`src/rtl/set_pkg.sv`:
```
// -----------------------------------------------------------------------------
// set_pkg
// Shared definitions for the SET host slice: field widths and offsets of the
// packed central/radius words, the mode encodings and the host FSM states.
// No ports (package).
// -----------------------------------------------------------------------------
package set_pkg;

  localparam int COORD_W   = 4;
  localparam int CENTRAL_W = 6 * COORD_W;   // {x0,y0,x1,y1,x2,y2}
  localparam int RADIUS_W  = 3 * COORD_W;   // {r0,r1,r2}
  localparam int MODE_W    = 2;
  localparam int CAND_W    = 8;

  // LSB position of each nibble inside central / radius.
  localparam int X0_LSB = 20;
  localparam int Y0_LSB = 16;
  localparam int X1_LSB = 12;
  localparam int Y1_LSB = 8;
  localparam int X2_LSB = 4;
  localparam int Y2_LSB = 0;
  localparam int R0_LSB = 8;
  localparam int R1_LSB = 4;
  localparam int R2_LSB = 0;

  localparam logic [MODE_W-1:0] MODE_SINGLE = 2'd0;
  localparam logic [MODE_W-1:0] MODE_AND    = 2'd1;
  localparam logic [MODE_W-1:0] MODE_XOR    = 2'd2;
  localparam logic [MODE_W-1:0] MODE_TWO    = 2'd3;

  typedef enum logic [1:0] {
    ST_IDLE,
    ST_ISSUE,
    ST_WAIT,
    ST_RESP
  } state_e;

endpackage

```
`src/rtl/set_host_if.sv`:
```
// -----------------------------------------------------------------------------
// set_host_if
// Requester-facing channels of the SET host: the command channel (valid/ready
// with central/radius/mode/tag) and the result channel (valid/ready with
// candidate/tag/timeout flag).
//   master : the sequencer side (drives commands, accepts results)
//   slave  : the host side (accepts commands, drives results)
// -----------------------------------------------------------------------------
interface set_host_if #(
  parameter int TAG_W = 4
);
  import set_pkg::*;

  logic                 cmd_valid;
  logic                 cmd_ready;
  logic [CENTRAL_W-1:0] cmd_central;
  logic [RADIUS_W-1:0]  cmd_radius;
  logic [MODE_W-1:0]    cmd_mode;
  logic [TAG_W-1:0]     cmd_tag;

  logic                 res_valid;
  logic                 res_ready;
  logic [CAND_W-1:0]    res_candidate;
  logic [TAG_W-1:0]     res_tag;
  logic                 res_timeout;

  modport master (
    output cmd_valid, cmd_central, cmd_radius, cmd_mode, cmd_tag, res_ready,
    input  cmd_ready, res_valid, res_candidate, res_tag, res_timeout
  );

  modport slave (
    input  cmd_valid, cmd_central, cmd_radius, cmd_mode, cmd_tag, res_ready,
    output cmd_ready, res_valid, res_candidate, res_tag, res_timeout
  );

endinterface

```
`src/rtl/set_cmd_fifo.sv`:
```
// -----------------------------------------------------------------------------
// set_cmd_fifo
// Synchronous DEPTH x WIDTH command FIFO with an occupancy count.
//   clk, rst   : clock, asynchronous active-high reset
//   push/wdata : write one entry (ignored when full)
//   pop        : discard the head entry (ignored when empty)
//   rdata      : current head entry (valid when !empty)
//   level      : number of stored entries, 0..DEPTH
//   full/empty : level == DEPTH / level == 0
// -----------------------------------------------------------------------------
module set_cmd_fifo #(
  parameter int DEPTH = 4,
  parameter int WIDTH = 42
) (
  input  logic                   clk,
  input  logic                   rst,
  input  logic                   push,
  input  logic                   pop,
  input  logic [WIDTH-1:0]       wdata,
  output logic [WIDTH-1:0]       rdata,
  output logic [$clog2(DEPTH):0] level,
  output logic                   full,
  output logic                   empty
);

  localparam int AW = $clog2(DEPTH);
  localparam int LW = AW + 1;

  logic [WIDTH-1:0] mem [DEPTH];
  logic [AW-1:0]    wr_ptr;
  logic [AW-1:0]    rd_ptr;
  logic             do_push;
  logic             do_pop;

  assign full    = (level == LW'(DEPTH));
  assign empty   = (level == '0);
  assign do_push = push & ~full;
  assign do_pop  = pop & ~empty;
  assign rdata   = mem[rd_ptr];

  // NOTE: storage has no reset; only pointers and level define what is valid,
  // so resetting the array would just cost reset routing.
  always_ff @(posedge clk) begin
    if (do_push) mem[wr_ptr] <= wdata;
  end

  // NOTE: sequential state uses non-blocking assignments so every register
  // samples pre-edge values regardless of statement order.
  always_ff @(posedge clk or posedge rst) begin
    if (rst) begin
      wr_ptr <= '0;
      rd_ptr <= '0;
      level  <= '0;
    end else begin
      // Pointers are exactly AW bits wide, so wrap modulo DEPTH is free.
      if (do_push) wr_ptr <= wr_ptr + 1'b1;
      if (do_pop)  rd_ptr <= rd_ptr + 1'b1;
      case ({do_push, do_pop})
        2'b10:   level <= level + 1'b1;
        2'b01:   level <= level - 1'b1;
        default: ;  // idle, or push+pop leaves the level unchanged
      endcase
    end
  end

endmodule

```
`src/rtl/set_host.sv`:
```
// -----------------------------------------------------------------------------
// set_host
// Initiator side of the SET candidate-counting engine. Buffers commands in a
// FIFO, issues one at a time as a single-cycle en pulse, waits for the
// engine's valid strobe (or a watchdog timeout) and returns a tagged result.
//   clk, rst            : clock, asynchronous active-high reset
//   hif (slave)         : command channel in, result channel out
//   en                  : one-cycle start pulse to SET
//   central/radius/mode : operands to SET, valid on en and held during WAIT
//   busy                : SET is working; no new issue while high
//   valid/candidate     : SET result strobe and count
//   fifo_level          : commands currently queued
// -----------------------------------------------------------------------------
module set_host
  import set_pkg::*;
#(
  parameter int DEPTH   = 4,
  parameter int TAG_W   = 4,
  parameter int TIMEOUT = 100
) (
  input  logic                   clk,
  input  logic                   rst,
  set_host_if.slave              hif,
  output logic                   en,
  output logic [CENTRAL_W-1:0]   central,
  output logic [RADIUS_W-1:0]    radius,
  output logic [MODE_W-1:0]      mode,
  input  logic                   busy,
  input  logic                   valid,
  input  logic [CAND_W-1:0]      candidate,
  output logic [$clog2(DEPTH):0] fifo_level
);

  localparam int CMD_W = CENTRAL_W + RADIUS_W + MODE_W + TAG_W;
  localparam int CNT_W = $clog2(TIMEOUT);

  logic [CMD_W-1:0]  push_data;
  logic [CMD_W-1:0]  head;
  logic              fifo_full;
  logic              fifo_empty;
  logic              push;
  logic              pop;

  state_e            state_q;
  state_e            state_d;
  logic [TAG_W-1:0]  iss_tag;
  logic [CNT_W-1:0]  tmo_cnt;
  logic              timeout_hit;

  logic              res_valid_q;
  logic [CAND_W-1:0] res_candidate_q;
  logic [TAG_W-1:0]  res_tag_q;
  logic              res_timeout_q;

  // ---------------------------------------------------------------------------
  // Command FIFO
  // ---------------------------------------------------------------------------
  assign hif.cmd_ready = ~fifo_full;
  assign push          = hif.cmd_valid & ~fifo_full;
  assign push_data     = {hif.cmd_central, hif.cmd_radius, hif.cmd_mode, hif.cmd_tag};

  set_cmd_fifo #(
    .DEPTH (DEPTH),
    .WIDTH (CMD_W)
  ) u_fifo (
    .clk   (clk),
    .rst   (rst),
    .push  (push),
    .pop   (pop),
    .wdata (push_data),
    .rdata (head),
    .level (fifo_level),
    .full  (fifo_full),
    .empty (fifo_empty)
  );

  // ---------------------------------------------------------------------------
  // Issue FSM
  // ---------------------------------------------------------------------------
  assign timeout_hit = (tmo_cnt == CNT_W'(TIMEOUT - 1));
  assign en          = (state_q == ST_ISSUE);

  // NOTE: every signal assigned here gets a default first, so no path can
  // leave it unassigned and infer a latch.
  always_comb begin
    state_d = state_q;
    pop     = 1'b0;
    unique case (state_q)
      ST_IDLE: begin
        if (!fifo_empty && !busy) begin
          pop     = 1'b1;
          state_d = ST_ISSUE;
        end
      end
      ST_ISSUE: state_d = ST_WAIT;
      ST_WAIT:  if (valid || timeout_hit) state_d = ST_RESP;
      ST_RESP:  if (hif.res_ready) state_d = ST_IDLE;
      default:  state_d = ST_IDLE;
    endcase
  end

  always_ff @(posedge clk or posedge rst) begin
    if (rst) begin
      state_q         <= ST_IDLE;
      central         <= '0;
      radius          <= '0;
      mode            <= '0;
      iss_tag         <= '0;
      tmo_cnt         <= '0;
      res_valid_q     <= 1'b0;
      res_candidate_q <= '0;
      res_tag_q       <= '0;
      res_timeout_q   <= 1'b0;
    end else begin
      state_q <= state_d;
      // Operands are loaded on pop and stay put through ISSUE and WAIT.
      if (pop) {central, radius, mode, iss_tag} <= head;
      unique case (state_q)
        ST_ISSUE: tmo_cnt <= '0;
        ST_WAIT: begin
          tmo_cnt <= tmo_cnt + 1'b1;
          // A real result beats a timeout landing on the same cycle.
          if (valid) begin
            res_valid_q     <= 1'b1;
            res_candidate_q <= candidate;
            res_tag_q       <= iss_tag;
            res_timeout_q   <= 1'b0;
          end else if (timeout_hit) begin
            res_valid_q     <= 1'b1;
            res_candidate_q <= '0;
            res_tag_q       <= iss_tag;
            res_timeout_q   <= 1'b1;
          end
        end
        ST_RESP: if (hif.res_ready) res_valid_q <= 1'b0;
        default: ;
      endcase
    end
  end

  assign hif.res_valid     = res_valid_q;
  assign hif.res_candidate = res_candidate_q;
  assign hif.res_tag       = res_tag_q;
  assign hif.res_timeout   = res_timeout_q;

endmodule

```
`src/flat_wrapper.sv`:
```
// flat-port wrapper written by rule: the top's interface ports become plain ports
module set_host_flat import set_pkg::*;
#(
  parameter int DEPTH   = 4,
  parameter int TAG_W   = 4,
  parameter int TIMEOUT = 100
)
  (clk, rst, en, central, radius, mode, busy, valid, candidate, fifo_level, hif_cmd_valid, hif_cmd_central, hif_cmd_radius, hif_cmd_mode, hif_cmd_tag, hif_res_ready, hif_cmd_ready, hif_res_valid, hif_res_candidate, hif_res_tag, hif_res_timeout);
  set_host_if #(.TAG_W(TAG_W)) hif_i ();
  input  logic clk;
  input  logic rst;
  output logic en;
  output logic [CENTRAL_W-1:0] central;
  output logic [RADIUS_W-1:0] radius;
  output logic [MODE_W-1:0] mode;
  input  logic busy;
  input  logic valid;
  input  logic [CAND_W-1:0] candidate;
  output logic [$clog2(DEPTH):0] fifo_level;
  input wire logic [$bits(hif_i.cmd_valid)-1:0] hif_cmd_valid;
  input wire logic [$bits(hif_i.cmd_central)-1:0] hif_cmd_central;
  input wire logic [$bits(hif_i.cmd_radius)-1:0] hif_cmd_radius;
  input wire logic [$bits(hif_i.cmd_mode)-1:0] hif_cmd_mode;
  input wire logic [$bits(hif_i.cmd_tag)-1:0] hif_cmd_tag;
  input wire logic [$bits(hif_i.res_ready)-1:0] hif_res_ready;
  output wire logic [$bits(hif_i.cmd_ready)-1:0] hif_cmd_ready;
  output wire logic [$bits(hif_i.res_valid)-1:0] hif_res_valid;
  output wire logic [$bits(hif_i.res_candidate)-1:0] hif_res_candidate;
  output wire logic [$bits(hif_i.res_tag)-1:0] hif_res_tag;
  output wire logic [$bits(hif_i.res_timeout)-1:0] hif_res_timeout;
  assign hif_i.cmd_valid = hif_cmd_valid;
  assign hif_i.cmd_central = hif_cmd_central;
  assign hif_i.cmd_radius = hif_cmd_radius;
  assign hif_i.cmd_mode = hif_cmd_mode;
  assign hif_i.cmd_tag = hif_cmd_tag;
  assign hif_i.res_ready = hif_res_ready;
  assign hif_cmd_ready = hif_i.cmd_ready;
  assign hif_res_valid = hif_i.res_valid;
  assign hif_res_candidate = hif_i.res_candidate;
  assign hif_res_tag = hif_i.res_tag;
  assign hif_res_timeout = hif_i.res_timeout;
  set_host #(.DEPTH(DEPTH), .TAG_W(TAG_W), .TIMEOUT(TIMEOUT)) u_core (.clk(clk), .rst(rst), .hif(hif_i), .en(en), .central(central), .radius(radius), .mode(mode), .busy(busy), .valid(valid), .candidate(candidate), .fifo_level(fifo_level));
endmodule
```
`config.mk`:
```
export PLATFORM = sky130hd
export DESIGN_NAME = set_host_flat
export DESIGN_NICKNAME = d
export VERILOG_FILES = /design/src/rtl/set_pkg.sv /design/src/rtl/set_host_if.sv /design/src/rtl/set_cmd_fifo.sv /design/src/rtl/set_host.sv /design/src/flat_wrapper.sv
export SDC_FILE = /design/constraint.sdc
export NUM_CORES = 1
export LEC_CHECK = 0
export BUFFER_PORTS_ARGS = -buffer_cell sky130_fd_sc_hd__buf_2
export CORE_MARGIN = 3
export CORE_UTILIZATION = 45
export DETAILED_ROUTE_END_ITERATION = 16
export PLACE_DENSITY = 0.63
export REMOVE_ABC_BUFFERS = 1
export SLEW_MARGIN = 0
export SYNTH_ARGS = -nofsm -noshare
export SYNTH_HDL_FRONTEND = slang
export SYNTH_SLANG_ARGS = --single-unit
```
`constraint.sdc`:
```
create_clock -name clk -period 7.6 [get_ports clk]
set_clock_uncertainty 0.2 [all_clocks]
set_input_delay 1.14 -clock clk [delete_from_list [all_inputs] [get_ports clk]]
set_output_delay 1.14 -clock clk [all_outputs]
set_load 0.03 [all_outputs]
```
; ---- Yosys cells after proc, flatten, opt, wreduce, memory -nomap -nowiden
; Memories as Yosys holds them, arrays and structs flattened. A register that Yosys moved wholly into a read port is not among the register bits.
; Index checks and enable logic that the tools add are counted.
[classes]
n_addsub = 5
eq_ne = 11
n_mux = 19
n_bitwise = 5
reduce_logical = 13
[op_table]
columns = op, count
row1 = 8-bit 2-to-1 mux, 2
row2 = 7-bit case mux with 2 select lines, 1
row3 = 1-bit 2-to-1 mux, 8
row4 = 4-bit 2-to-1 mux, 2
row5 = 2-bit case mux with 4 select lines, 1
row6 = 2-bit nonzero test, 4
row7 = 7-bit by 1-bit adder with 7-bit output (second input constant), 1
row8 = 7-bit == test (second input constant), 1
row9 = 2-bit == test (second input constant), 3
row10 = 2-bit 2-to-1 mux, 3
row11 = 3-bit case mux with 2 select lines, 1
row12 = 3-bit AND reduction, 2
row13 = 2-bit by 1-bit adder with 2-bit output (second input constant), 2
row14 = 2-bit by 1-bit == test with 1-bit output (second input constant), 2
row15 = 2-bit by 1-bit inequality test with 1-bit output (second input constant), 2
row16 = 3-bit by 1-bit adder with 3-bit output (second input constant), 1
row17 = 1-bit bitwise AND, 3
row18 = 3-bit == test (second input constant), 1
row19 = 3-bit logical NOT, 1
row20 = 3-bit by 2-bit inequality test with 1-bit output (second input constant), 1
row21 = 3-bit by 1-bit subtractor with 3-bit output (second input constant), 1
row22 = 1-bit logical NOT, 2
row23 = 2-bit logical NOT, 1
row24 = 2-bit inequality test (second input constant), 1
row25 = other kinds (5), 6
[word_totals]
reg_bits = 30
ramBits = 168
inputBits = 56
out_inout_bits = 57
memories = 1
[mem_list]
columns = memory, words, word_bits, rd, rd_ports_with_merged_regs, wr, line
row1 = u_core.u_fifo.mem, 4, 42, 1, 1, 1, set_cmd_fifo.sv:29  ; logic [WIDTH-1:0] mem [DEPTH];

; ---- Logic depth before layout (Yosys ltp)
[depth]
depth_word = 8
depth_mapped = 11
mapped_depth_nobuf = 10

; ---- Modules after synthesis
; From an unflattened synthesis, not the netlist that was laid out.
[hier_totals]
cells_unflattened = 487
hier_area_um2 = 9422.8
[by_module_without_submodules]
columns = mod, n_inst, cells_each, area_each_um2, seq_area_each_um2
row1 = set_cmd_fifo, 1, 258, 6547.5, 5220.0
row2 = set_host, 1, 229, 2875.3, 1626.6

; ---- Worst setup path before layout
; Ideal clock, no wire load.
[synth_timing]
kind = input-to-reg
start = input busy
end = register u_core.u_fifo.level[2]
setup_time_ns = 0.080
arrival_time_ns = 2.661
setup_slack_ns = 4.658
stages = 9
path_buffers = 2
path_cell_list = nor3b_1 -> buf_2 -> buf_4 -> ha_1 -> inv_1 -> fa_1 -> xor2_1 -> nor2_1 -> xor2_1
[synth_between]
elab_chain_len = 7
[synth_rtl]
columns = element, line
row1 = "start, declared", flat_wrapper.sv:16  ; input logic busy;
row2 = 1-bit logical NOT (*), set_host.sv:90  ; if (!fifo_empty && !busy) begin
row3 = 1-bit logical AND (*), set_host.sv:90
row4 = 1-bit 2-to-1 mux (*), set_host.sv:90
row5 = 1-bit 2-to-1 mux (*), set_host.sv:88  ; unique case (state_q)
row6 = 1-bit bitwise AND (*), set_cmd_fifo.sv:38  ; assign do_pop = pop & ~empty;
row7 = named net u_core.u_fifo.do_pop, set_cmd_fifo.sv:33  ; logic do_pop;
row8 = 2-bit by 1-bit == test with 1-bit output or 2-bit == test (tied branches), set_cmd_fifo.sv:58  ; case ({do_push, do_pop})
row9 = 3-bit case mux with 2 select lines or 2-bit nonzero test (tied branches), --
row10 = "end signal, assigned", set_cmd_fifo.sv:59  ; 2'b10: level <= level + 1'b1;
row11 = "end signal, assigned", set_cmd_fifo.sv:60  ; 2'b01: level <= level - 1'b1;
row12 = "end, declared", set_cmd_fifo.sv:21  ; output logic [$clog2(DEPTH):0] level,
; Mark *: on every way through the listed nets, which the timed path passes. The rest lies on a longest branch.
; A chain may end at the register's enable or synchronous reset.

; ---- Final worst setup path
[layout_timing]
start = input busy
end = register u_core.u_fifo.level[2]
[layout_between]
elab_chain_len = 7
[layout_rtl]
columns = element, line
row1 = 1-bit logical NOT (*), set_host.sv:90
row2 = 1-bit logical AND (*), set_host.sv:90
row3 = 1-bit 2-to-1 mux (*), set_host.sv:90
row4 = 1-bit 2-to-1 mux (*), set_host.sv:88
row5 = 1-bit bitwise AND (*), set_cmd_fifo.sv:38
row6 = 2-bit by 1-bit == test with 1-bit output or 2-bit == test (tied branches), set_cmd_fifo.sv:58
row7 = 3-bit case mux with 2 select lines or 2-bit nonzero test (tied branches), --
; Mark *: on every way between the ends. The rest lies on a longest branch, timed or not.

==> flow_summary.json <==
{
  "grt_max_degree": 68,
  "routed_wirelength_um": 16610,
  "cts_setup_buffers": 0,
  "wl_per_cell_um": 19.59,
  "max_freq_mhz": 341.8,
  "rows": 51,
  "synth_cell_type_count": 39,
  "gp_congestion": 0.7040,
  "syn_inst": 438,
  "pin_count": 113,
  "synth_ff_type": "edfxtp_1",
  "drv_slew": 0,
  "grt_pass1_vias": 4831,
  "period_share": 0.3849,
  "r2r-start": "u_core.state_q[0]",
  "total_power_w": 0.004554,
  "cp_cell_sequence": "buf_2 -> nor3b_2 -> buf_4 -> ha_1 -> inv_1 -> fa_1 -> xor2_1 -> nor2_1 -> xor2_1",
  "rsz0062_at_grt": "no",
  "start_kind": "primary input",
  "setup-violations-final": 0,
  "port_buffers": 112,
  "antennaDiodeCount": 0,
  "end_kind": "register",
  "antenna_found_initial": 2,
  "path_clk_slew_ns": 0.06,
  "worst-setup-path-type": "primary input to register",
  "yosysSeqAreaShare": 0.7516,
  "nets": 631,
  "drt.antenna.violating_nets": 0,
  "overflow": 0,
  "routed_via_density": 5.218,
  "crit_fanout": 45,
  "h-tree-depth": 1,
  "cts.sinks": 240,
  "p_leak_nw": 4.066,
  "slew_headroom": 0.2044,
  "synth_area_um2": 9109,
  "coreArea_um2": 19650,
  "syn_area_per_cell_um2": 20.80,
  "crit_end": "u_core.u_fifo.level[2]",
  "clk-insertion-delay-late_ns": 0.51,
  "drc": 0,
  "clk_path_buf_depth": 3,
  "p_per_area_nw_per_um2": 424.2,
  "die_y_um": 148.3,
  "syn_to_final_growth_pct": 17.87,
  "num_vias": 4425,
  "worst_pin_slew_ns": 1.193,
  "place.detailed.hpwl_um": 9434,
  "ys_ff_latch": 240,
  "irDropWorstVdd_mv": 0.2291,
  "post_cts_resized": 0,
  "rr_endpoint": "u_core.u_fifo.level[2]",
  "rrSetupSlack_ns": 4.73,
  "hp-class": "primary input to asynchronous set/reset pin",
  "drive_gt1_frac": 0.4391,
  "cts_tree": "yes",
  "status": "finished clean",
  "cts_root_buffer": "clkbuf_16",
  "cpPeakStageDelay_ns": 0.58,
  "crit_arrival_ns": 3.15,
  "yosysWarnings": 0,
  "grt_pass1_wl_um": 26560,
  "final_hold_viol_count": 0,
  "fin_tns_setup_ns": 0,
  "synthArstFlopShare": 0.3000,
  "reg2reg_depth": 10,
  "crit_required_ns": 7.82,
  "grt_usage": 0.1547,
  "hold_buffers": 0,
  "firstDrtPassIters": 4,
  "period_needed_ns": 2.926,
  "die-width_um": 148.3,
  "synth-edff-count": 168,
  "drt_iter0_drc": 247,
  "initial_core_util": 0.4635,
  "crit_top_cell": "xor2_1",
  "startpoint": "busy",
  "cpMaxStageDelayCell": "buf_4",
  "max_cap_viol_count": 0,
  "die-area_um2": 21990,
  "cts_buffers": 25
}
## worst max-delay path, delay by kind of cell
family / cells / cell delay [ns]
xor+xnor: 2 / 0.30
buf+inv: 3 / 0.75
fa+ha+maj: 2 / 0.68
simple gates: 2 / 0.27
## power by group
| group | switching, W | internal (W) |
|---|---|---|
| clock | 0.000464 | 0.000707 |
| combinational | 0.000726 | 0.000600 |
| sequential | 0.000266 | 0.00179 |
## final cells by class
type / count / area (um^2)
fill: 1560 / 8917
sequential: 240 / 6852
multi-input combinational: 165 / 2085
clock buffer: 32 / 691.9
timing repair buffer: 118 / 605.6
tap: 265 / 331.6
clock inverter: 14 / 117.6
inverter: 14 / 53.80
## placed cells by master (no fill, tap or decap), types with 3 or more instances in the layout
cell	Yosys	routed
inv_1	14	13
clkinv_1	0	7
clkbuf_16	0	25
clkbuf_1	6	3
xor2_1	4	4
clkinv_2	0	4
nand2_1	7	7
o21ai_0	4	4
and3_2	0	4
ha_1	10	10
mux2i_1	3	3
clkbuf_8	0	4
buf_2	3	112
mux2_2	46	46
a21oi_1	3	3
mux4_2	42	42
nor2_1	5	5
xnor2_1	3	3
buf_4	4	6
dfrtp_1	72	70
edfxtp_1	168	168
a22o_1	8	8
nand3_1	3	3
## sequential cells by signal, summed over array words and instances, names as in the netlist, 3 cells and up
register / cells
u_core.central: 24
u_core.hif.res_candidate: 8
u_core.hif.res_tag: 4
u_core.radius: 12
u_core.u_fifo.level: 3
u_core.tmo_cnt: 7
u_core.u_fifo.mem: 168
u_core.iss_tag: 4
## stage by stage
| step | worst slack (ns) | util | area, um^2 | hold slack, ns | instances |
|---|---|---|---|---|---|
| 2_1_floorplan | 1.499 | - | 8974 | 0.2647 | 419 |
| 3_3_place_gp | 4.117 | 0.5051 | 9927 | 0.2774 | 802 |
| 3_5_place_dp | 4.106 | 0.5051 | 9927 | 0.2797 | 802 |
| 4_1_cts | 4.641 | 0.5463 | 10740 | 0.2784 | 848 |
| 5_1_grt | 4.516 | 0.5463 | 10740 | 0.2860 | 848 |
| 6_report | 4.674 | 0.5463 | 10740 | 0.2943 | 848 |
## how the worst min path moves through the flow
stage | to | slack [ns] | cells past startpoint
after floorplan | u_core.tmo_cnt[6] | 0.26 | 1
after global placement | u_core.hif.res_candidate[6] | 0.28 | 1
after detailed placement | u_core.hif.res_candidate[6] | 0.28 | 1
after CTS | u_core.u_fifo.level[0] | 0.28 | 2
after global routing | u_core.state_q[0] | 0.29 | 2
final | u_core.u_fifo.level[0] | 0.29 | 2
## metal layers
metal | vias to the layer above | share of wire | track usage
li1 | 1980 | - | -
met1 | 2297 | 0.43 | 0.2055
met2 | 118 | 0.50 | 0.2631
met3 | 26 | 0.054 | 0.03687
met4 | 4 | 0.018 | 0.03464
met5 | - | 0.0013 | 0
## cell families (layout without fill, tap and decap cells)
logic type	Yosys count	count (layout)	synth area share
AND/OR/NAND/NOR	31	31	0.01951
flip-flops	240	240	0.7516
buffers and inverters	33	178	0.02060
AO/OA/AOI/OAI	23	23	0.01827
adder cells (fa/ha/maj)	11	11	0.01593
XOR/XNOR	7	7	0.006731
multiplexers	93	93	0.1673
## cell usage after synthesis, types with 2 or more instances
cell	count	area, um^2
a21oi_1	3	15.01
a22o_1	8	70.07
and2_1	2	12.51
and3_1	4	25.02
buf_2	3	15.01
buf_4	4	30.03
buf_6	6	67.56
clkbuf_1	6	22.52
dfrtp_1	72	1802
edfxtp_1	168	5045
ha_1	10	125.1
inv_1	14	52.55
mux2_2	46	518.0
mux2_4	2	30.03
mux2i_1	3	30.03
mux4_2	42	945.9
nand2_1	7	26.28
nand3_1	3	15.01
nor2_1	5	18.77
nor3b_1	2	15.01
o21ai_0	4	20.02
o22ai_1	2	12.51
xnor2_1	3	26.28
xor2_1	4	35.03
Note: power is estimated with default switching activity, not from simulation.
